## src/rtl/cpu_pkg.sv

```systemverilog
// Shared CPU definitions: controller Branch encodings, PC/interrupt sequencer states
// and the default interrupt handler entry address.
package cpu_pkg;

    localparam logic [1:0] BR_SEQ = 2'b00;
    localparam logic [1:0] BR_BEQ = 2'b01;
    localparam logic [1:0] BR_J   = 2'b10;
    localparam logic [1:0] BR_JR  = 2'b11;

    typedef enum logic [1:0] {
        S_IDLE = 2'b00,
        S_ISR  = 2'b01,
        S_RET  = 2'b10
    } state_t;

    localparam logic [31:0] DEF_INT_VECTOR = 32'h0000_0004;

endpackage

```

## src/rtl/int_sync.sv

```systemverilog
// Multi-flop synchroniser for an asynchronous level request followed by a
// rising-edge detector; a held-high level yields a single one-cycle rise.
module int_sync #(
    parameter int STAGES = 2
) (
    input  logic clk,
    input  logic rst_n,
    input  logic async_in,
    output logic rise
);

    logic [STAGES-1:0] sync;
    logic              prev;

    always_ff @(posedge clk or negedge rst_n) begin
        if (!rst_n) begin
            sync <= '0;
            prev <= 1'b0;
        end else begin
            sync <= {sync[STAGES-2:0], async_in};
            prev <= sync[STAGES-1];
        end
    end

    assign rise = sync[STAGES-1] & ~prev;

endmodule

```

## src/rtl/int_pc_ctrl.sv

```systemverilog
// Program counter and single-level interrupt sequencer for the single-cycle CPU:
// next-PC selection, interrupt take at instruction boundaries, EPC save and eret return.
module int_pc_ctrl
    import cpu_pkg::*;
#(
    parameter logic [31:0] RESET_PC    = 32'h0000_0000,
    parameter logic [31:0] INT_VECTOR  = DEF_INT_VECTOR,
    parameter int          SYNC_STAGES = 2
) (
    input  logic        clk,
    input  logic        rst_n,
    input  logic        INT,
    input  logic        MIO_ready,
    input  logic [1:0]  Branch,
    input  logic        eret,
    input  logic [25:0] inst_field,
    input  logic [31:0] rs_data,
    output logic [31:0] PC_out,
    output logic [31:0] PC_plus4,
    output logic [31:0] EPC,
    output logic        int_code,
    output logic        int_taken
);

    state_t      state;
    logic        pending;
    logic        rise;
    logic        take;
    logic [31:0] seq_pc;

    int_sync #(.STAGES(SYNC_STAGES)) u_int_sync (
        .clk      (clk),
        .rst_n    (rst_n),
        .async_in (INT),
        .rise     (rise)
    );

    assign PC_plus4 = PC_out + 32'd4;

    always_comb begin
        seq_pc = PC_plus4;
        case (Branch)
            BR_SEQ: seq_pc = PC_plus4;
            BR_BEQ: seq_pc = PC_plus4 + {{14{inst_field[15]}}, inst_field[15:0], 2'b00};
            BR_J:   seq_pc = {PC_plus4[31:28], inst_field, 2'b00};
            BR_JR:  seq_pc = rs_data;
            default: seq_pc = PC_plus4;
        endcase
    end

    assign take = MIO_ready && (state == S_IDLE) && pending;

    always_ff @(posedge clk or negedge rst_n) begin
        if (!rst_n) begin
            state     <= S_IDLE;
            PC_out    <= RESET_PC;
            EPC       <= 32'h0;
            pending   <= 1'b0;
            int_code  <= 1'b0;
            int_taken <= 1'b0;
        end else begin
            int_taken <= 1'b0;
            // A rise on the take edge survives the clear, so it is not lost.
            pending   <= (pending & ~take) | rise;
            if (MIO_ready) begin
                case (state)
                    S_IDLE: begin
                        if (pending) begin
                            state     <= S_ISR;
                            EPC       <= seq_pc;
                            PC_out    <= INT_VECTOR;
                            int_code  <= 1'b1;
                            int_taken <= 1'b1;
                        end else begin
                            PC_out <= seq_pc;
                        end
                    end
                    S_ISR: begin
                        if (eret) begin
                            state    <= S_RET;
                            PC_out   <= EPC;
                            int_code <= 1'b0;
                        end else begin
                            PC_out <= seq_pc;
                        end
                    end
                    // One guaranteed instruction after eret before another take.
                    S_RET: begin
                        state  <= S_IDLE;
                        PC_out <= seq_pc;
                    end
                    default: state <= S_IDLE;
                endcase
            end
        end
    end

endmodule

```

## config.mk

```make
export PLATFORM = sky130hd
export DESIGN_NAME = int_pc_ctrl
export DESIGN_NICKNAME = d
export VERILOG_FILES = /design/src/rtl/cpu_pkg.sv /design/src/rtl/int_sync.sv /design/src/rtl/int_pc_ctrl.sv
export SDC_FILE = /design/constraint.sdc
export NUM_CORES = 1
export LEC_CHECK = 0
export ABC_AREA = 1
export BUFFER_PORTS_ARGS = -buffer_cell sky130_fd_sc_hd__buf_2
export CORE_AREA = 4 4 137 139
export CTS_BUF_LIST = sky130_fd_sc_hd__clkbuf_2 sky130_fd_sc_hd__clkbuf_4 sky130_fd_sc_hd__clkbuf_8
export DETAILED_ROUTE_END_ITERATION = 16
export DIE_AREA = 0 0 141 143
export PLACE_DENSITY_LB_ADDON = 0.12
export SLEW_MARGIN = 20
export SYNTH_ARGS = -nofsm -noshare
export SYNTH_HDL_FRONTEND = slang
export SYNTH_SLANG_ARGS = --single-unit
```

## constraint.sdc

```tcl
create_clock -name clk -period 5.19 [get_ports clk]
set_input_delay 1.2975 -clock clk [delete_from_list [all_inputs] [get_ports clk]]
set_output_delay 1.2975 -clock clk [all_outputs]
set_load 0.01 [all_outputs]
```

==> results.txt, run 1 <==
The maximum ir drop on the vdd rail is 0.436 mV. The post-synth net total is 1292. Buffers inserted to repair hold after CTS numbered 0. The run finished with clean final reports.

Summed over all nets, the half-perimeter wirelength after detailed placement is 21800 µm. The chip width came out at around 140 µm. The maximum achievable frequency came out at 0.263 GHz.

The number of antenna violations at the first check in global routing came out at 0. The fraction of the yosys area taken by sequential cells came out at about a quarter. The worst setup path is launched from a flop. The die is 143 µm tall.

The residual overflow from global routing is 0. The clock root buffer is sky130_fd_sc_hd__clkbuf_8. The max-capacitance violation count is 0. The worst setup path is captured at a flop. The fraction of synthesis flops using an asynchronous set or reset pin is 100%.

The final setup violation count is 0. The fraction of final layout cells sized beyond drive strength 1 came out at between 10% and 20%. The clock insertion delay at the later pin of the skew report is approximately 0.35 ns. The cell taking the most area after synthesis is sky130_fd_sc_hd__dfrtp_1. The initial core utilization is 40.9%. The required time of the critical path is roughly 5.5 ns. The number of distinct standard cells referenced by the synthesized netlist is 48. The total global-route track usage is 26.5%.

Clock-pin slew was measured on the worst setup and hold paths at 0.08 ns. The number of global-route vias before repair is 7511. In this run the worst path has a maximum fanout of 6. The total number of nets in the final design came out at 1435.

Sorting the synthesized cells by how often they occur yields sky130_fd_sc_hd__nand2_1 (381), sky130_fd_sc_hd__inv_1 (137), sky130_fd_sc_hd__nor2_1 (132). At the placement stage, the worst setup path has a slack of 1.31 ns. The instance area after placement came out at 8180 µm². The placeable core region is 17700 µm². The post-route standard cell area excluding fillers is approximately 8400 µm². The detailed-router iteration count before antenna repair is 5. The power density relative to cell area is between 600 and 700 nW/µm².

Setup total negative slack on the finished layout was measured at 0 ns. The first-pass GRT wire length came out at 42000 µm. The area of the die is between 20000 and 25000 µm².

Synthesis produced a netlist whose cell count is 1185. The average routed wire per standard cell is 17.2 µm. The worst setup path is of the flop to flop kind. The Yosys warning count is 0. The total CTS buffers came out at 9.

The maximum clock path buffer count is 2. The setup fix buffers added after clock tree synthesis came out at 0. The area share of the largest cell type after synthesis is 24.9%. The final weighted congestion in routability-driven placement came out at 1.00. The cell area after technology mapping is 7230 µm². The number of sinks handled by clock tree synthesis came out at 72. The starting DRC count in detailed routing came out at 576.

The final hold violation count came out at 0. The number of standard cells in the final layout excluding fillers came out at 1562. The worst slew margin relative to its limit came out at 30.3%. The count of final max-slew check failures is 0. In this run, post-CTS repair resized a total of 0 instances. Sorting the synthesized cells by area gives the leading types as sky130_fd_sc_hd__dfrtp_1 (25%), sky130_fd_sc_hd__nand2_1 (20%), sky130_fd_sc_hd__inv_1 (7.1%). After detailed routing, the total wire length is 26900 µm. In this design, the stage delay of the slowest critical-path cell is 0.48 ns. Among all flip-flop cells after synthesis, the most frequent one is sky130_fd_sc_hd__dfrtp_1. The most common cell in the synthesized netlist is sky130_fd_sc_hd__nand2_1.

The signal arrival time at the worst endpoint came out at around 4 ns. The diode insertion count for antenna repair is 0. After layout, the worst setup slack is 1.39 ns. The count of port buffers added during placement is 162.

The final design utilization is a little under half. The per-cell via count in the routed design came out at 5.25. In this run the static leakage power is 4.52 nW.

The clock arrives with roughly 0.01 ns of skew. The number of levels in the clock H-tree came out at 3. The type of the worst min-delay path is flop to flop. The total DRC errors in the routed layout came out at 0.

The slowest stage of the critical path belongs to the cell sky130_fd_sc_hd__o21ai_0. In the finished design, the share of the clock period the worst path needs comes to 73.2%. TritonCTS built the clock tree. The layout-stage area growth over the synthesis result came out at 16.9%. The total placed cells including tap cells is 1546.

The synthesis-stage register bit count is 72. The count of pins on the block boundary is approximately 160. For the pin with the worst max-slew slack, the measured transition is 1.04 ns. The largest delay contributor family on the critical path is simple AND/OR/NAND/NOR gates. The overall power of the completed layout is 5.10 mW. The post-synthesis area per instance is 6.10 µm².

Setup repair after global routing left no endpoint under its margin. The number of placement rows is 49. The worst path needs ~3.8 ns of the cycle, external delays included. The detail route stage leaves a number of antenna-violating nets equal to 0. The via count came out at 8200. In this run, synthesis inferred 0 flip-flops with an integrated enable.

The final hold slack came out at 0.364 ns. The pin count of the biggest net entering global routing came out at 73. Traced cell by cell, the critical path runs through nand2_2, nor2_2, nand3_2, nor3_4, inv_1, nor3_1, nand3_1, nand2_1, inv_1, ha_1, nand2_1, nor2_1, nand3_1, nor2_1, nand2_1, nand3_1, nor2_1, o21ai_0, nand3_1, nand2_1, a21oi_1, nor2_1. The number of buffers and inverters on the critical path came out at 2.
where the power goes:
group	total [mW]	internal [mW]	switching [mW]
Sequential	1.17	0.815	0.353
Combinational	3.35	1.12	2.22
Clock	0.588	0.368	0.220
area by class of cell:
type | instances | area [µm²]
inverters | 142 | 533
multi-input cells | 933 | 4690
well taps | 229 | 287
flip-flops and latches | 72 | 1800
fillers | 1948 | 9210
repair buffers | 170 | 873
clock inverters | 7 | 144
clock buffers | 9 | 124
worst paths after layout:
kind,cells after the start,start,to,slack [ns]
max reg2reg,22,PC_out[6],PC_out[25],1.39
min reg2reg,0,u_int_sync.sync[0],u_int_sync.sync[1],0.36
max,22,PC_out[6],PC_out[25],1.39
min in group asynchronous,1,rst_n,PC_out[27],1.05
max in group asynchronous,1,rst_n,EPC[11],3.50
min,0,u_int_sync.sync[0],u_int_sync.sync[1],0.36
cells by family (layout without fill, tap and decap cells):
kind of cell | after synthesis | count (layout) | synth area share, %
simple gates | 664 | 664 | 39.3
flops | 72 | 72 | 24.9
buf+inv | 180 | 328 | 10.4
fa+ha+maj | 42 | 42 | 7.37
compound gates | 213 | 213 | 16.3
xor+xnor | 14 | 14 | 1.70
state kept, by name, summed over array words and instances, names as in the netlist:
| signal | flops |
|---|---|
| int_code | 1 |
| u_int_sync.prev | 1 |
| PC_out | 32 |
| int_taken | 1 |
| state | 2 |
| u_int_sync.sync | 2 |
| EPC | 32 |
| pending | 1 |
metal layers:
layer | track usage, % | part of all wire, % | vias up
met4 | 6.43 | 2.1 | 0
li1 | - | - | 4111
met3 | 2.95 | 5.5 | 36
met5 | 0 | 0 | -
met2 | 42.8 | 46 | 254
met1 | 38.1 | 46 | 3799
cells in the final DEF, fill, tap and decap left out, types with 14 or more instances in the layout:
cell                      instances
sky130_fd_sc_hd__a21oi_1         69
sky130_fd_sc_hd__buf_2          161
sky130_fd_sc_hd__dfrtp_1         72
sky130_fd_sc_hd__ha_1            41
sky130_fd_sc_hd__inv_1          137
sky130_fd_sc_hd__nand2_1        381
sky130_fd_sc_hd__nand3_1         80
sky130_fd_sc_hd__nor2_1         129
sky130_fd_sc_hd__o21ai_0         94
sky130_fd_sc_hd__or2_2           14
No activity file was read; power rests on OpenSTA's default activity.
==> run 2, diff against run 1 <==
Settings changed: ABC_AREA 1 to 0, CORE_AREA 4 4 137 139 to 4 4 126 128, DIE_AREA 0 0 141 143 to 0 0 130 132.
Clock period 5.19 ns to 3.4 ns, I/O delays scaled along.
==> results.txt, run 2 <==
The fraction of synthesis flops using an asynchronous set or reset pin is 100% (unchanged). The largest delay contributor family on the critical path is compound AO/OA/AOI/OAI gates. The total CTS buffers is 9 (unchanged).

The clock skew after layout was 0.0136 ns (+0.00362 ns). The leakage power was 4.77 nW (+5.4%). The final hold violation count is 0 (unchanged). The residual antenna-violating net count after detailed routing was 0 (unchanged). The final worst slack came out at -0.196 ns (-1.58 ns). The area share of the largest cell type after synthesis is 29.5% (+4.5 points). The final cycle utilization of the critical path came out at 106% (+33 points). The required time of the critical path came out at 3.63 ns (-1.85 ns). The number of levels in the clock H-tree is 3 (unchanged). The instance area after placement is 8240 µm² (+0.78%). Ranked by total cell area, the synthesized netlist is headed by sky130_fd_sc_hd__dfrtp_1 (29%), sky130_fd_sc_hd__ha_1 (8.4%), sky130_fd_sc_hd__nand2_1 (7.8%). The post-placement worst setup slack came out at -0.319 ns (-1.63 ns). The final weighted congestion in routability-driven placement came out at 0.898 (-10%).

The kind of critical path is flop to flop. The initial core utilization was 41.2% (+0.22 points). The chip width is 130 µm (-7.8%). The clock insertion delay at the later pin of the skew report is 0.36 ns (about the same).

The first-pass GRT wire length is 36400 µm (-13%). The count of port buffers added during placement is 162 (unchanged). The signal arrival time at the worst endpoint is 3.82 ns (-0.27 ns). The number of antenna violations at the first check in global routing came out at 0 (unchanged). The maximum achievable frequency is 0.278 GHz (+5.7%). The maximum ir drop on the vdd rail is 0.486 mV (+12%). The area of the die is 17200 µm² (-15%). The max-capacitance violation count is 0 (unchanged). The number of instances in the synthesized netlist is 733 (-38%). The worst slew margin relative to its limit came to 37.1% (+6.8 points). The slowest stage of the critical path is the sky130_fd_sc_hd__dfrtp_1 cell. The diode insertion count for antenna repair is 0 (unchanged). The worst hold path begins at u_int_sync.sync[0].

The stage delay of the slowest cell on the critical path is 0.40 ns (-0.08 ns). The final setup violation count came out at 20 (+20). The most common cell in the synthesized netlist is sky130_fd_sc_hd__nand2_1. The worst register-to-register path begins at PC_out[6].

STA classifies the critical path endpoint as a flop. In the final layout, the registers with the most flip-flops are EPC x32, PC_out x32. The half-perimeter wire length after detailed placement came out at 18800 µm (-14%).

The leading cell type in the layout, fill and taps excluded is sky130_fd_sc_hd__buf_4. The synthesis-stage register bit count came out at 72 (unchanged). The power density relative to cell area was 954 nW/µm² (+58%). The post-route minimum period is 3.60 ns (-0.205 ns). The die extent in y came to 132 µm (-7.7%).

Clock tree synthesis selected as its root buffer the cell sky130_fd_sc_hd__clkbuf_8. The length in cells of the worst reg-to-reg path came out at 17 (-23%). The count of cells along the worst hold path was 0 (unchanged). The number of placement rows was 45 (-8.2%). The count of pins on the block boundary is 163 (unchanged). The starting DRC count in detailed routing is 518 (-10%). The tightest min-delay check is of the flop to flop type. The maximum clock path buffer count came out at 2 (unchanged). The cell area after technology mapping was 6120 µm² (-15%). The number of flops mapped to enable cells by yosys is 0 (unchanged). Setup repair after global routing could not meet its margin everywhere. STA classifies the critical path startpoint as a flop. The post-synthesis area per instance came to 8.35 µm² (+37%). The cell taking the most area after synthesis is sky130_fd_sc_hd__dfrtp_1. The placeable core region is 14900 µm² (-16%). The critical path goes through nand4_1, buf_4, nor3_4, buf_6, buf_6, nand2_4, xnor2_4, ha_4, nand2_4, nor2_4, a211oi_2, a21oi_2, o31a_1, o31a_1, a221o_1, a32oi_1, o21ai_1.

The detailed-router iteration count before antenna repair is 5 (unchanged). The commonest cells after synthesis are sky130_fd_sc_hd__nand2_1 (127), sky130_fd_sc_hd__dfrtp_1 (72), sky130_fd_sc_hd__nor2_1 (60). The top cell types in the final layout, fill and taps aside, are sky130_fd_sc_hd__buf_4 (197), sky130_fd_sc_hd__buf_2 (161), sky130_fd_sc_hd__nand2_1 (118).

Among all flip-flop cells after synthesis, the most frequent one is sky130_fd_sc_hd__dfrtp_1. The total negative slack for setup checks is -1.56 ns (-1.56 ns). The fraction of the yosys area taken by sequential cells is 29.5% (+4.5 points). The fraction of final layout cells sized beyond drive strength 1 came out at 49.2% (+31 points). The per-cell via count in the routed design came out at 5.60 (+6.6%). The layout-stage area growth over the synthesis result came out at 56.7%.

The total DRC errors in the routed layout came out at 0 (unchanged). The total global-route track usage came to 27.0% (+0.48 points). The total wire length after detailed routing came out at 24400 µm (-9.3%).

The total number of nets in the final design came out at 1173 (-18%). The post-synth net total came to 840 (-35%). The residual overflow from global routing came to 0 (unchanged). The largest fanout on the critical path came out at 4 (-2). The checks that failed: negative setup slack. The count of final max-slew check failures is 0 (unchanged). The slack of the worst reg-to-reg path came out at -0.20 ns (-1.58 ns). The endpoint identified for the worst register-to-register timing path is PC_out[23]. The clock transition time at the flip-flop clock pins of the worst setup and hold paths came out at 0.07 ns (about the same). The post-route standard cell area excluding fillers was 9580 µm² (+13%). TritonCTS built the clock tree. The number of buffers and inverters on the critical path is 3 (+1). The path with the worst hold slack has its endpoint at u_int_sync.sync[1].

The average routed wire per standard cell is 19.4 µm (+13%). The final design utilization is 64.5% (+17 points). The number of buffers inserted for hold repair after clock tree synthesis came out at 0 (unchanged). The Yosys warning count was 0 (unchanged). The number of sinks handled by clock tree synthesis came out at 72 (unchanged). The run finished, with violations left. The pin count of the biggest net entering global routing came out at 73 (unchanged). The via count came to 7047 (-14%). The number of distinct standard cells referenced by the synthesized netlist is 69 (+44%).

The worst-margin pin slew is 0.943 ns (-0.100 ns). The number of global-route vias before repair was 6674 (-11%).
## run 2: cell count changes after synthesis, moves of 13 or more
cell | previous run | this run
sky130_fd_sc_hd__o21ai_0 | 94 | 56
sky130_fd_sc_hd__a21oi_1 | 69 | 51
sky130_fd_sc_hd__nor2_1 | 132 | 60
sky130_fd_sc_hd__and3_1 | 0 | 13
sky130_fd_sc_hd__nand3_1 | 80 | 21
sky130_fd_sc_hd__or2_2 | 14 | 0
sky130_fd_sc_hd__xnor2_1 | 4 | 33
sky130_fd_sc_hd__nand2_1 | 381 | 127
sky130_fd_sc_hd__mux2i_1 | 0 | 18
sky130_fd_sc_hd__inv_1 | 137 | 18
## run 2: layout make-up
type | instances | area [µm²]
Clock buffer | 13 | 166
Clock inverter | 3 | 65.1
Fill cell | 1306 | 5280
Inverter | 18 | 67.6
Multi-Input combinational cell | 601 | 4880
Sequential cell | 72 | 1810
Tap cell | 188 | 235
Timing Repair Buffer | 364 | 2360
## run 2: metrics by stage
step | power, mW | hold slack (ns) | std cells
after floorplan | 4.66 | 0.331 | 733
after global placement | 7.25 | 0.336 | 1202
after detailed placement | 7.35 | 0.345 | 1202
after CTS | 8.51 | 0.361 | 1238
after global routing | 9.74 | 0.380 | 1259
final | 9.14 | 0.358 | 1259
## run 2: cells by family (layout without fill, tap and decap cells)
| logic type | count (synthesis) | after routing | synth area share [%] |
|---|---|---|---|
| compound gates | 196 | 196 | 21.0 |
| xor+xnor | 51 | 51 | 7.30 |
| flops | 72 | 72 | 29.5 |
| fa+ha+maj | 42 | 42 | 8.71 |
| simple gates | 275 | 275 | 20.2 |
| buf+inv | 60 | 398 | 4.64 |
| mux | 37 | 37 | 8.65 |
## run 2: worst max-delay path by stage
| stage | from | depth (start not counted) | end | slack, ns |
|---|---|---|---|---|
| after floorplan | PC_out[4] | 14 | PC_out[23] | -0.03 |
| after detailed placement | PC_out[5] | 16 | PC_out[26] | -0.32 |
| after global placement | PC_out[5] | 16 | PC_out[26] | -0.30 |
| final | PC_out[6] | 17 | PC_out[23] | -0.20 |
| after CTS | PC_out[6] | 16 | PC_out[23] | -0.13 |
| after global routing | PC_out[7] | 17 | PC_out[23] | -0.31 |
## run 2: power breakdown
group | switching (mW) | internal, mW
logic | 3.52 | 3.21
clock network | 0.315 | 0.469
registers | 0.386 | 1.24
total | 4.22 | 4.92
## run 2: repair_timing
item	CTS	global route
pin swaps	31	68
gates cloned	0	0
resized for setup	56	101
buffers inserted	23	23
setup endpoints to repair	32	40
## run 2: layer usage
metal	share of wire (%)	global-route usage, %	vias to the layer above
met2	48	43.7	268
li1	-	-	3313
met4	1.8	6.12	0
met1	44	38.7	3441
met3	5.7	3.04	25
met5	0	0	-
==> run 3, diff against run 2 <==
Settings changed: HOLD_SLACK_MARGIN set to 0.1.
Clock period 3.4 ns to 3.6 ns, I/O delays scaled along.
==> results.txt, run 3 (synthesis gave the netlist of run 2 again) <==
The total CTS buffers came to 9 (unchanged). The maximum achievable frequency is 0.278 GHz (about the same). The met2 layer wire length in the routed design came out at 11600 µm (-1.7%). The amount of wire on met3 after detailed routing is 1730 µm (+25%). The total global-route track usage is 26.5% (-0.44 points). The initial core utilization was 41.2% (unchanged). The average routed wire per standard cell is 20.4 µm (+5.2%). The residual antenna-violating net count after detailed routing came out at 0 (unchanged).

The clock skew after layout came out at 0.00763 ns (-0.00599 ns). The maximum ir drop on the vdd rail is 0.324 mV (-33%). The count of cells along the worst hold path is 0 (unchanged). The final design utilization came out at 57.5% (-6.9 points). The fraction of final layout cells sized beyond drive strength 1 was 40.0% (-9.2 points). The count of final max-slew check failures came out at 0 (unchanged). The diode insertion count for antenna repair is 0 (unchanged). The internal power component was 3.99 mW (-19%). Setup repair after global routing could not meet its margin everywhere. The count of port buffers added during placement was 162 (unchanged). The count of pins on the block boundary came to 163 (unchanged). The post-placement worst setup slack came out at -0.173 ns (+0.146 ns).

The number of sinks handled by clock tree synthesis is 72 (unchanged). The worst register-to-register path begins at PC_out[9]. The starting DRC count in detailed routing is 485 (-6.4%).

The maximum clock path buffer count came out at 2 (unchanged). The area of the die came out at 17200 µm² (unchanged). The number of global-route vias before repair is 6527 (-2.2%). The wire length on met1 is 9780 µm (-9.6%). The first-pass GRT wire length is 35700 µm (-2.0%).

The via count is 6770 (-3.9%). The part of the total power dissipated in combinational logic came out at 71.2% (-2.4 points). The clock transition time at the flip-flop clock pins of the worst setup and hold paths came out at 0.07 ns (about the same). The final weighted congestion in routability-driven placement is 0.996 (+11%). The final setup violation count is 0 (-100%). TritonCTS built the clock tree. The portion of total power attributed to the clock network came out at 8.7% (about the same). The worst setup path is launched from a flop.

The worst slew margin relative to its limit is 47.3% (+10 points). The startpoint of the lowest-slack hold path is u_int_sync.sync[0]. After detailed routing, no signal wire sits above met4. The power density relative to cell area is 902 nW/µm² (-5.5%).

The leakage power is 4.19 nW (-12%). The chip width was 130 µm (unchanged). The total negative slack for setup checks came to 0 ns (+1.56 ns). The post-route minimum period came to 3.60 ns (+0.00222 ns). The pin count of the biggest net entering global routing came out at 43 (-41%). The length in cells of the worst reg-to-reg path came to 15 (-2). The total wire length after detailed routing is 23900 µm (-1.9%). The instance area after placement is 7670 µm² (-6.9%).

The total number of nets in the final design came out at 1088 (-7.2%). The worst setup path is captured at a flop. The kind of critical path is flop to flop. The post-route standard cell area excluding fillers was 8550 µm² (-11%). The die extent in y came to 132 µm (unchanged). The run finished with clean final reports. The library cell used most frequently in the layout, excluding fill and tap cells, is sky130_fd_sc_hd__buf_2.

The overall power of the completed layout came out at 7.71 mW (-16%). The residual overflow from global routing is 0 (unchanged). The min-delay analysis places its worst path in the category flop to flop. The signal arrival time at the worst endpoint came out at 3.81 ns (about the same). The placeable core region came out at 14900 µm² (unchanged). The required time of the critical path is 3.81 ns (+0.18 ns). The per-cell via count in the routed design came to 5.77 (+3.0%). Relative to the synthesized area, the layout overhead comes to 39.8%. The total DRC errors in the routed layout came out at 0 (unchanged). The largest fanout on the critical path came out at 4 (unchanged).

The number of levels in the clock H-tree came out at 3 (unchanged). The most critical setup path has its startpoint at PC_out[9]. The largest registers in the layout are EPC x32, PC_out x32. The net switching component of the power came out at 3.72 mW (-12%). The final hold violation count came out at 0 (unchanged).

In the layout the commonest cells are sky130_fd_sc_hd__buf_2 (162), sky130_fd_sc_hd__nand2_1 (121), sky130_fd_sc_hd__buf_4 (113). The max-capacitance violation count came out at 0 (unchanged). The number of placement rows is 45 (unchanged).

The half-perimeter wire length after detailed placement is 18300 µm (-2.4%). The switching share of total power came out at 48.2% (+2.0 points). The root buffer cell chosen for the clock tree is sky130_fd_sc_hd__clkbuf_8. The final cycle utilization of the critical path is 100% (-5.8 points). The final worst slack is 0.00167 ns (+0.198 ns).

The power share of the sequential group came to 20.1% (+2.3 points). The detailed-router iteration count before antenna repair came out at 5 (unchanged). The clock insertion delay at the later pin of the skew report came out at 0.36 ns (about the same).

The number of antenna violations at the first check in global routing came out at 0 (unchanged). The worst-margin pin slew was 0.791 ns (-0.152 ns).
[run 3: cell types whose count changed in the layout (fill, tap and decap cells not counted), moves of 5 or more]
cell,delta
sky130_fd_sc_hd__buf_4,-84
sky130_fd_sc_hd__ha_1,+7
sky130_fd_sc_hd__o21ai_0,+12
sky130_fd_sc_hd__o21ai_1,-9
sky130_fd_sc_hd__xnor2_1,+6
sky130_fd_sc_hd__xor2_1,+5
sky130_fd_sc_hd__xor2_2,-7
[run 3: worst max-delay path, cell delays in order, from the launching register on]
cell and delay (ns):
sky130_fd_sc_hd__dfrtp_1 0.36, sky130_fd_sc_hd__nand4_1 0.22, sky130_fd_sc_hd__nor3_2 0.28, sky130_fd_sc_hd__buf_4 0.19, sky130_fd_sc_hd__nand2_4 0.05, sky130_fd_sc_hd__xnor2_2 0.14
sky130_fd_sc_hd__buf_4 0.16, sky130_fd_sc_hd__ha_4 0.16, sky130_fd_sc_hd__a21o_1 0.17, sky130_fd_sc_hd__a211oi_2 0.28, sky130_fd_sc_hd__a21oi_2 0.11, sky130_fd_sc_hd__o31a_1 0.39
sky130_fd_sc_hd__o31a_1 0.32, sky130_fd_sc_hd__a221o_1 0.35, sky130_fd_sc_hd__a32oi_1 0.21, sky130_fd_sc_hd__o21ai_1 0.07
[run 3: timing repair]
action	4_1_cts	5_1_grt
pin swaps	0	46
setup endpoints to repair	8	31
hold buffers	0	0
gates resized for setup	6	87
buffers inserted	0	23
[run 3: cell type report]
class | count | area (µm²)
sequential | 72 | 1810
multi-input combinational | 601 | 4520
timing repair buffer | 279 | 1710
clock buffer | 13 | 166
clock inverter | 3 | 40.0
fill | 1383 | 6310
tap | 188 | 235
inverter | 18 | 67.6
[run 3: power by group through the flow]
stage	sequential (mW)	clock [mW]	combinational [mW]
floorplan	1.66	0	2.69
global placement	1.51	0	4.87
detailed placement	1.53	0	4.91
CTS	1.52	0.690	4.95
global route	1.60	0.723	5.94
finish	1.55	0.670	5.49
[run 3: final timing paths]
path | endpoint | slack [ns]
worst max-delay path | PC_out[23] | 0.002
worst min-delay path | u_int_sync.sync[1] | 0.35
worst max register to register | PC_out[23] | 0.002
worst min register to register | u_int_sync.sync[1] | 0.35
max in group asynchronous | PC_out[20] | 2.17
min in group asynchronous | EPC[5] | 0.54
[run 3: stage by stage]
stage | cells | hold slack, ns
detailed placement | 1137 | 0.342
CTS | 1153 | 0.358
global route | 1174 | 0.370
finish | 1174 | 0.353
global placement | 1137 | 0.334
floorplan | 733 | 0.331
[run 3: metal layers]
metal | GRT usage (%) | up-vias
met3 | 5.51 | 55
li1 | - | 3144
met1 | 34.0 | 3259
met4 | 9.06 | 0
met5 | 0 | -
met2 | 44.2 | 312
